<file path="config.mk">
export PLATFORM = sky130hd
export DESIGN_NAME = updown_counter_bcd
export DESIGN_NICKNAME = d
export VERILOG_FILES = /design/src/rtl/updown_counter_bcd_pkg.sv /design/src/rtl/updown_counter_bcd_bin2bcd_seq.sv /design/src/rtl/updown_counter_bcd.sv
export SDC_FILE = /design/constraint.sdc
export NUM_CORES = 1
export LEC_CHECK = 0
export BUFFER_PORTS_ARGS = -buffer_cell sky130_fd_sc_hd__buf_4
export CAP_MARGIN = 15
export CORE_ASPECT_RATIO = 0.75
export CORE_MARGIN = 10
export CORE_UTILIZATION = 45
export CTS_CLUSTER_DIAMETER = 80
export DETAILED_ROUTE_END_ITERATION = 7
export GPL_TIMING_DRIVEN = 0
export SYNTH_ARGS = -nofsm -noshare
export SYNTH_HDL_FRONTEND = slang
export SYNTH_HIERARCHICAL = 1
export SYNTH_SLANG_ARGS = --single-unit
</file>
<file path="constraint.sdc">
create_clock -name clk -period 3.4 [get_ports clk]
set_input_delay 0.51 -clock clk [delete_from_list [all_inputs] [get_ports clk]]
set_output_delay 0.51 -clock clk [all_outputs]
set_load 0.02 [all_outputs]
</file>
<file path="src/rtl/updown_counter_bcd_pkg.sv">
// Shared types and elaboration helpers for the up/down BCD counter slice.
package counter_pkg;

  typedef enum logic [1:0] {
    IDLE,
    SHIFT,
    DONE
  } conv_state_e;

  // Decimal digits needed to show max_val (never less than one digit).
  function automatic int unsigned min_digits(input longint unsigned max_val);
    longint unsigned v;
    int unsigned     d;
    v = max_val;
    d = 1;
    for (int unsigned i = 0; i < 20; i++) begin
      if (v >= 64'd10) begin
        v = v / 64'd10;
        d = d + 1;
      end
    end
    return d;
  endfunction

  function automatic int unsigned shift_cnt_width(input int unsigned width);
    return $clog2(width + 32'd1);
  endfunction

endpackage

</file>
<file path="src/rtl/updown_counter_bcd_bin2bcd_seq.sv">
// Sequential binary-to-BCD converter: shift-add-3, one binary bit per enabled clock.
module bin2bcd_seq
  import counter_pkg::*;
#(
  parameter int unsigned WIDTH  = 8,
  parameter int unsigned DIGITS = 3
) (
  input  logic                  clk,
  input  logic                  rst_n,
  input  logic                  ena,
  input  logic                  start,
  input  logic [WIDTH-1:0]      bin,
  output logic [4*DIGITS-1:0]   bcd,
  output logic                  valid,
  output logic                  busy
);

  localparam int unsigned CW = shift_cnt_width(WIDTH);

  conv_state_e             state, state_nx;
  logic [WIDTH-1:0]        bin_sr, bin_sr_nx;
  logic [4*DIGITS-1:0]     scratch, scratch_nx, scratch_adj;
  logic [4*DIGITS-1:0]     bcd_nx;
  logic [CW-1:0]           bit_cnt, bit_cnt_nx;
  logic                    valid_nx, busy_nx;

  function automatic logic [4*DIGITS-1:0] add3(input logic [4*DIGITS-1:0] s);
    logic [4*DIGITS-1:0] r;
    r = s;
    for (int unsigned d = 0; d < DIGITS; d++) begin
      if (r[4*d +: 4] >= 4'd5) r[4*d +: 4] = r[4*d +: 4] + 4'd3;
    end
    return r;
  endfunction

  assign scratch_adj = add3(scratch);

  always_comb begin
    state_nx   = state;
    bin_sr_nx  = bin_sr;
    scratch_nx = scratch;
    bit_cnt_nx = bit_cnt;
    bcd_nx     = bcd;
    valid_nx   = 1'b0;
    busy_nx    = busy;
    case (state)
      IDLE: begin
        if (ena && start) begin
          state_nx   = SHIFT;
          bin_sr_nx  = bin;
          scratch_nx = '0;
          bit_cnt_nx = '0;
          busy_nx    = 1'b1;
        end
      end
      SHIFT: begin
        if (ena) begin
          // Adjust digits first, then shift the binary MSB into the scratch LSB.
          {scratch_nx, bin_sr_nx} = {scratch_adj, bin_sr} << 1;
          bit_cnt_nx = bit_cnt + 1'b1;
          if (bit_cnt == CW'(WIDTH - 1)) state_nx = DONE;
        end
      end
      DONE: begin
        if (ena) begin
          bcd_nx   = scratch;
          valid_nx = 1'b1;
          busy_nx  = 1'b0;
          state_nx = IDLE;
        end
      end
      default: state_nx = IDLE;
    endcase
  end

  always_ff @(posedge clk or negedge rst_n) begin
    if (!rst_n) begin
      state   <= IDLE;
      bin_sr  <= '0;
      scratch <= '0;
      bit_cnt <= '0;
      bcd     <= '0;
      valid   <= 1'b0;
      busy    <= 1'b0;
    end else begin
      state   <= state_nx;
      bin_sr  <= bin_sr_nx;
      scratch <= scratch_nx;
      bit_cnt <= bit_cnt_nx;
      bcd     <= bcd_nx;
      valid   <= valid_nx;
      busy    <= busy_nx;
    end
  end

endmodule

</file>
<file path="src/rtl/updown_counter_bcd.sv">
// Up/down modulo counter with load, terminal-count pulse and BCD display image.
// Define UPDOWN_COUNTER_SAT_EN for saturating limits instead of modulo wrap.
module updown_counter_bcd
  import counter_pkg::*;
#(
  parameter int unsigned WIDTH   = 8,
  parameter int unsigned MODULUS = 256,
  parameter int unsigned DIGITS  = 3
) (
  input  logic                 clk,
  input  logic                 rst_n,
  input  logic                 ena,
  input  logic                 inc,
  input  logic                 dec,
  input  logic                 load,
  input  logic [WIDTH-1:0]     load_val,
  input  logic                 hold,
  output logic [WIDTH-1:0]     count,
  output logic                 tc,
  output logic [4*DIGITS-1:0]  bcd_out,
  output logic                 bcd_valid,
  output logic                 bcd_busy
);

  localparam logic [WIDTH-1:0] CNT_MAX = WIDTH'(MODULUS - 1);

  if ((MODULUS < 2) || (64'(MODULUS) > (64'd1 << WIDTH))) begin : g_modulus_chk
    $error("updown_counter_bcd: MODULUS out of range for WIDTH");
  end
  if (DIGITS < min_digits(64'(MODULUS - 1))) begin : g_digits_chk
    $error("updown_counter_bcd: DIGITS too small for MODULUS-1");
  end

  logic [WIDTH-1:0] count_nx;
  logic             tc_nx;
  logic             dirty, dirty_nx;
  logic             start;

  always_comb begin
    count_nx = count;
    tc_nx    = 1'b0;
    if (ena) begin
      if (load) begin
        count_nx = (load_val > CNT_MAX) ? CNT_MAX : load_val;
      end else if (inc && !dec) begin
        if (count == CNT_MAX) begin
`ifdef UPDOWN_COUNTER_SAT_EN
          count_nx = count;
`else
          count_nx = '0;
`endif
          tc_nx = 1'b1;
        end else begin
          count_nx = count + 1'b1;
        end
      end else if (dec && !inc) begin
        if (count == '0) begin
`ifdef UPDOWN_COUNTER_SAT_EN
          count_nx = count;
`else
          count_nx = CNT_MAX;
`endif
          tc_nx = 1'b1;
        end else begin
          count_nx = count - 1'b1;
        end
      end
    end
  end

  // Converter is idle exactly when busy is low, so busy gates new captures.
  assign start = ena && !hold && dirty && !bcd_busy;

  // A change on the capture edge must win: the converter sampled the old value.
  always_comb begin
    dirty_nx = dirty;
    if (count_nx != count) dirty_nx = 1'b1;
    else if (start)        dirty_nx = 1'b0;
  end

  always_ff @(posedge clk or negedge rst_n) begin
    if (!rst_n) begin
      count <= '0;
      tc    <= 1'b0;
      dirty <= 1'b1;
    end else begin
      count <= count_nx;
      tc    <= tc_nx;
      dirty <= dirty_nx;
    end
  end

  bin2bcd_seq #(
    .WIDTH  (WIDTH),
    .DIGITS (DIGITS)
  ) u_bin2bcd (
    .clk   (clk),
    .rst_n (rst_n),
    .ena   (ena),
    .start (start),
    .bin   (count),
    .bcd   (bcd_out),
    .valid (bcd_valid),
    .busy  (bcd_busy)
  );

endmodule
</file>
==> results.md, run 1 <==
- Outcome: finished clean
- Worst slew margin: 57.39%
- CP Buf/Inv Count: 2
- Hold Crit Class: input pin to asynchronous set/reset pin
- Crit-path cells: clkbuf_1 -> inv_1 -> ha_1 -> nor2b_1 -> a2111oi_2 -> o31a_1 -> o211ai_1 -> or4_1 -> o31ai_1 -> nand3_1
- Tcrit/Tclk final: 87.05%
- Post-DRT Antenna Nets: 0
- Nets: 425
- Grt total ovfl: 0
- Diode count: 0
- Crit. End Element: register
- Max VDD drop: 0.3652 mV
- Vias in the first global route: 2,703
- Max incr delay on CP: 0.55 ns
- Switching share of power: 40.67%
- GR Util All Layers: 15.63%
- DIE HEIGHT: 93.79 um
- Required time of the critical path: 3.63 ns
- P&R area growth vs syn: 14.13%
- Asr flop ratio synth: 100.0%
- Crit Path Class: register to register
- Power Density: 575.7 nW/um^2
- Sequential area share after synthesis: 38.34%
- Clk_skew: 0.007631 ns
- Max-cap violations: 0
- Final setup viols: 0
- Hold buffers post-CTS: 0
- Worst slew pin tran: 0.6391 ns
- H-tree Lvls: 2
- Leak: 0.001632 uW
- Starting density of the core: 47.15%
- Filler Cell Count: 652
- Die ar.: 11,100 sq um
- Layout Utilization: 53.81%
- FMAX: 0.3379 GHz
- Die width: 118.4 um
- Crit. path cell count: 10
- Vias: 2,826
- CTS max path bufs: 2
- Yosys top cell by area: dfrtp_1
- Min cycle time layout: 2.960 ns
- Clock group share of total power: 16.0%
- Drt pass-1 iters: 6
- DRT iter0 DRCs: 272
- Avg WL per Cell: 17.14 um
- Placed instance count: 491
- Post_cts resized: 0
- Total negative slack: 0 ns
- Routed WL: 8536 um
- Post-synthesis net count: 384
- Port bufs: 34
- Critical Path AT: 3.18 ns
- Unrepaired setup endpoints after global routing: no
- Post-CTS setup repair buffer count: 0
- Mapped Cells: 359
- NetSw: 873.0 uW
- Final hold violations: 0
- Clk slew on worst S/H paths: 0.10 ns
- Drc violations: 0
- Internal power: 1274 uW
- Area contributors post-synth: dfrtp_1 (38%), o21ai_0 (5.5%), nand2_1 (4.4%), nand3_1 (4.0%), ha_1 (3.8%)
- Core Box Area: 6929 sq um
- Gpl congestion: 0.9319
- Library cells used by synthesis: 66
- Post-Place Worst Slack: 0.5094 ns
- Area fraction of the dominant cell type after synthesis: 37.53%
- R2R cell count: 10
- Via/cell ratio: 5.675
- FF+latch count, synth: 50
- Share of cells above drive strength 1: 19.25%
- Clk Latency, worst-skew pair: 0.30 ns
- Num CTS Buffers: 5
- Reg power frac: 41.0%
- Synth Flop Type: dfrtp_1
- Global-route wire length before repair: 14,550 um
- CP top delay family: compound AO/OA/AOI/OAI gates
- Yosys warnings: 6
- Total power draw: 2147 uW
- CTS root buf: clkbuf_8
- Logic gate share of total power: 43.0%
- CTS Sinks: 50
- CTS tree: yes
- Largest net degree at the start of global routing: 51
- Final std cells w/o fill: 498
- Crit start category: register
- Row count: 26
- Mapped cell area: 3267 sq um
- Worst-path fanout max: 6
- I/O pins: 38
- Final WS setup: 0.4402 ns
- HPWL after detailed placement: 6446 um
- Slowest stage cell, crit path: or4_1
- Number of synthesized flops with an enable pin: 0
- Initial antenna violation count: 0
- Max Slew Vio Count: 0
- Mapped Avg Cell Area: 9.100 sq um
cell usage after synthesis (5+ instances only):
master     instances
dfrtp_1           49
nand2_1           38
o21ai_0           36
nand3_1           26
inv_1             21
nor2_1            18
a21oi_1           13
ha_1              10
mux2i_1            9
buf_2              8
buf_6              8
nand2b_1           7
nor2b_1            7
o2111ai_1          7
clkbuf_1           6
nor3_1             5
o211ai_1           5
o31ai_1            5
layout by cell type (no fill, tap or decap), types with 6 or more instances in the layout:
master     Yosys  layout
o2111ai_1      7       7
clkbuf_8       2       7
inv_1         21      21
mux2i_1        9       9
buf_6          8       8
nor2_1        18      18
buf_4          0      34
nand2b_1       7       7
dfrtp_1       49      49
ha_1          10      10
nand2_1       38      38
nand3_1       26      26
o21ai_0       36      36
clkbuf_1       6       6
buf_2          8       8
a21oi_1       13      13
nor2b_1        7       7
power by group through the flow:
stage / sequential, uW / combinational (uW) / clock [uW]
6_report: 880 / 924 / 343
5_1_grt: 908 / 1040 / 380
4_1_cts: 878 / 920 / 359
3_5_place_dp: 892 / 916 / 0
3_3_place_gp: 887 / 904 / 0
2_1_floorplan: 898 / 641 / 0
state kept, by name, indices dropped and copies added (netlist names):
| signal | count |
|---|---|
| u_bin2bcd/state | 2 |
| u_bin2bcd/valid | 1 |
| u_bin2bcd/scratch | 12 |
| u_bin2bcd/bcd | 12 |
| dirty | 1 |
| u_bin2bcd/bit_cnt | 4 |
| u_bin2bcd/busy | 1 |
| u_bin2bcd/bin_sr | 8 |
| tc | 1 |
| count | 8 |
final timing paths:
path / from / to / slack [ns]
min in group clk: u_bin2bcd/bin_sr[7] / u_bin2bcd/bin_sr[7] / 0.49
worst min register to register: u_bin2bcd/bin_sr[7] / u_bin2bcd/bin_sr[7] / 0.49
max in group asynchronous: rst_n / u_bin2bcd/bin_sr[4] / 2.74
worst max-delay path: count[1] / dirty / 0.44
worst min-delay path: rst_n / tc / 0.22
worst max register to register: count[1] / dirty / 0.44
layer usage:
layer	routed length [um]	track usage (%)	part of all wire (%)	vias up
met5	0	0	0	-
li1	-	-	-	1384
met2	3311	21.56	39	81
met3	579	3.964	6.8	2
met4	22	1.826	0.26	0
met1	4623	24.08	54	1359
cell families after synthesis:
logic type,after synthesis,synth area share (%)
buffers and inverters,46,8.541
XOR/XNOR,8,2.145
AND/OR/NAND/NOR,128,21.18
adder cells (fa/ha/maj),10,3.830
multiplexers,9,2.758
AO/OA/AOI/OAI,108,23.21
flip-flops,50,38.34
per-stage QoR:
stage               cell area, sq um  hold slack (ns)
floorplan                       3267           0.2144
global placement                3645           0.4638
detailed placement              3645           0.4692
CTS                             3729           0.2483
global route                    3729           0.2649
finish                          3729           0.2192
final cells by class:
cell class	instances	area [sq um]	area share, %
clock buffer	5	68.82	1.846
timing repair buffer	34	255.2	6.846
sequential	50	1252	33.59
tap	98	122.6	3.289
multi-input combinational	263	1735	46.54
inverter	21	78.83	2.114
clock inverter	2	15.01	0.4027
buffer	25	200.2	5.369
worst register-to-register path, cell delays in order (launching register included):
cell	delay [ns]
dfrtp_1	0.40
clkbuf_1	0.31
inv_1	0.18
ha_1	0.21
nor2b_1	0.20
a2111oi_2	0.41
o31a_1	0.21
o211ai_1	0.09
or4_1	0.55
o31ai_1	0.24
nand3_1	0.10
(Power assumes the default switching activity.)
==> inputs of run 2 (changes only) <==
--- a/config.mk
+++ b/config.mk
@@ -12,7 +12,6 @@
 export CORE_UTILIZATION = 45
 export CTS_CLUSTER_DIAMETER = 80
 export DETAILED_ROUTE_END_ITERATION = 7
-export GPL_TIMING_DRIVEN = 0
 export SYNTH_ARGS = -nofsm -noshare
 export SYNTH_HDL_FRONTEND = slang
 export SYNTH_HIERARCHICAL = 1
==> results.md, run 2 (same netlist as run 1, synthesis figures left out) <==
- Outcome: finished clean (unchanged)
- P&R area growth vs syn: 11.64% (was 14.13%)
- Global-route wire length before repair: 13,840 um (was 14,550 um)
- DRT iter0 DRCs: 220 (was 272)
- Worst-path fanout max: 11 (was 6)
- Max VDD drop: 0.3410 mV (was 0.3652 mV)
- GR Util All Layers: 14.91% (was 15.63%)
- Placed instance count: 474 (was 491)
- Max incr delay on CP: 0.58 ns (was 0.55 ns)
- Initial antenna violation count: 0 (unchanged)
- Biggest regs: u_bin2bcd/bcd (12), u_bin2bcd/scratch (12) (unchanged)
- Critical Path AT: 3.07 ns (was 3.18 ns)
- Vias in the first global route: 2,589 (was 2,703)
- HPWL after detailed placement: 5853 um (was 6446 um)
- Crit-path cells: inv_1 -> ha_1 -> nor2b_1 -> a2111oi_2 -> o31a_1 -> o211ai_1 -> or4_1 -> o31ai_1 -> nand3_1 (was clkbuf_1 -> inv_1 -> ha_1 -> nor2b_1 -> a2111oi_2 -> o31a_1 -> o211ai_1 -> or4_1 -> o31ai_1 -> nand3_1)
- Max Slew Vio Count: 0 (unchanged)
- Worst slew pin tran: 0.8641 ns (was 0.6391 ns)
- Nets: 408 (was 425)
- Post-DRT Antenna Nets: 0 (unchanged)
- Clock group share of total power: 22.7% (was 16.0%)
- Slowest stage cell, crit path: dfrtp_1 (was or4_1)
- Share of cells above drive strength 1: 17.45% (was 19.25%)
- Clk slew on worst S/H paths: 0.10 ns (about the same)
- Crit Path Class: register to register (unchanged)
- Worst slew margin: 42.39% (was 57.39%)
- Port bufs: 37 (was 34)
- Post_cts resized: 0 (unchanged)
- FMAX: 0.3509 GHz (was 0.3379 GHz)
- Largest net degree at the start of global routing: 51 (unchanged)
- Total negative slack: 0 ns (unchanged)
- Required time of the critical path: 3.62 ns (was 3.63 ns)
- Drc violations: 0 (unchanged)
- Starting density of the core: 47.15% (unchanged)
- CTS Sinks: 50 (unchanged)
- Logic gate share of total power: 37.8% (was 43.0%)
- CP Buf/Inv Count: 1 (was 2)
- Num CTS Buffers: 5 (unchanged)
- Clk Latency, worst-skew pair: 0.31 ns (was 0.30 ns)
- Reg power frac: 39.6% (was 41.0%)
- Die width: 118.4 um (unchanged)
- Die ar.: 11,100 sq um (unchanged)
- Crit start category: register (unchanged)
- CTS tree: yes (unchanged)
- Via/cell ratio: 5.633 (was 5.675)
- Grt total ovfl: 0 (unchanged)
- Unrepaired setup endpoints after global routing: no (unchanged)
- Hold buffers post-CTS: 0 (unchanged)
- Most frequent cells in the layout: dfrtp_1 (49), buf_4 (42), nand2_1 (38), o21ai_0 (36), nand3_1 (26) (was dfrtp_1 (49), nand2_1 (38), o21ai_0 (36), buf_4 (34), nand3_1 (26))
- Gpl congestion: 0.9269 (was 0.9319)
- Final setup viols: 0 (unchanged)
- CTS root buf: clkbuf_8 (unchanged)
- Min cycle time layout: 2.850 ns (was 2.960 ns)
- Hold Crit Class: input pin to asynchronous set/reset pin (unchanged)
- Avg WL per Cell: 16.67 um (was 17.14 um)
- Diode count: 0 (unchanged)
- Max-cap violations: 0 (unchanged)
- I/O pins: 38 (unchanged)
- CP top delay family: compound AO/OA/AOI/OAI gates (unchanged)
- Crit. End Element: register (unchanged)
- Power Density: 620.8 nW/um^2 (was 575.7 nW/um^2)
- CTS max path bufs: 2 (unchanged)
- NetSw: 851.1 uW (was 873.0 uW)
- Row count: 26 (unchanged)
- Core Box Area: 6929 sq um (unchanged)
- Leak: 0.001595 uW (was 0.001632 uW)
- Commonest non-fill, non-tap cell in the layout: dfrtp_1 (unchanged)
- H-tree Lvls: 2 (unchanged)
- Post-CTS setup repair buffer count: 0 (unchanged)
- Switching share of power: 37.59% (was 40.67%)
- Final hold violations: 0 (unchanged)
- Routed WL: 8037 um (was 8536 um)
- Vias: 2,715 (was 2,826)
- Final std cells w/o fill: 482 (was 498)
- Drt pass-1 iters: 5 (was 6)
- Clk_skew: 0.01368 ns (was 0.007631 ns)
- Tcrit/Tclk final: 83.82% (was 87.05%)
- Internal power: 1413 uW (was 1274 uW)
- DIE HEIGHT: 93.79 um (unchanged)
## run 2: cell count changes in the layout (fill, tap and decap cells not counted)
cell,previous run,this run
buf_2,8,0
clkinvlp_4,2,0
bufinv_16,0,2
clkbuf_8,7,6
buf_12,1,0
clkbuf_1,6,0
buf_6,8,0
buf_4,34,42
## run 2: area by class of cell
type                       instances  area [sq um]
timing repair buffer              42         315.3
inverter                          21         78.83
fill                             676          3282
sequential                        50          1252
clock buffer                       6         82.58
tap                               98         122.6
multi-input combinational        263          1735
clock inverter                     2         60.06
## run 2: power groups by stage
stage	logic [uW]	clock network (uW)	registers [uW]
after floorplan	641	0	898
after global placement	848	0	902
after detailed placement	856	0	906
after CTS	861	529	894
after global routing	972	555	925
final	855	513	896
## run 2: metrics by stage
step | setup slack [ns] | area [sq um] | power (uW) | hold slack [ns] | util [%]
after floorplan | 0.7334 | 3267 | 1539 | 0.2144 | -
after global placement | 0.6570 | 3505 | 1749 | 0.4616 | 50.58
after detailed placement | 0.5999 | 3505 | 1763 | 0.4693 | 50.58
after CTS | 0.5756 | 3647 | 2284 | 0.2414 | 52.64
after global routing | 0.2979 | 3647 | 2452 | 0.2459 | 52.64
final | 0.5502 | 3647 | 2264 | 0.2138 | 52.64
## run 2: worst paths after layout
check	from	endpoint	slack [ns]	cells past startpoint
worst max-delay path	count[0]	dirty	0.55	9
worst min-delay path	rst_n	u_bin2bcd/bcd[6]	0.21	1
worst max register to register	count[0]	dirty	0.55	9
worst min register to register	u_bin2bcd/bcd[9]	u_bin2bcd/bcd[9]	0.49	2
max in group asynchronous	rst_n	u_bin2bcd/scratch[0]	2.76	1
min in group clk	u_bin2bcd/bcd[9]	u_bin2bcd/bcd[9]	0.49	2
## run 2: per-layer routing
metal	up-vias	GRT usage (%)	wire, um
li1	1352	-	-
met2	92	19.61	3092
met5	-	0	0
met3	4	3.604	571
met1	1267	23.45	4327
met4	0	2.738	46
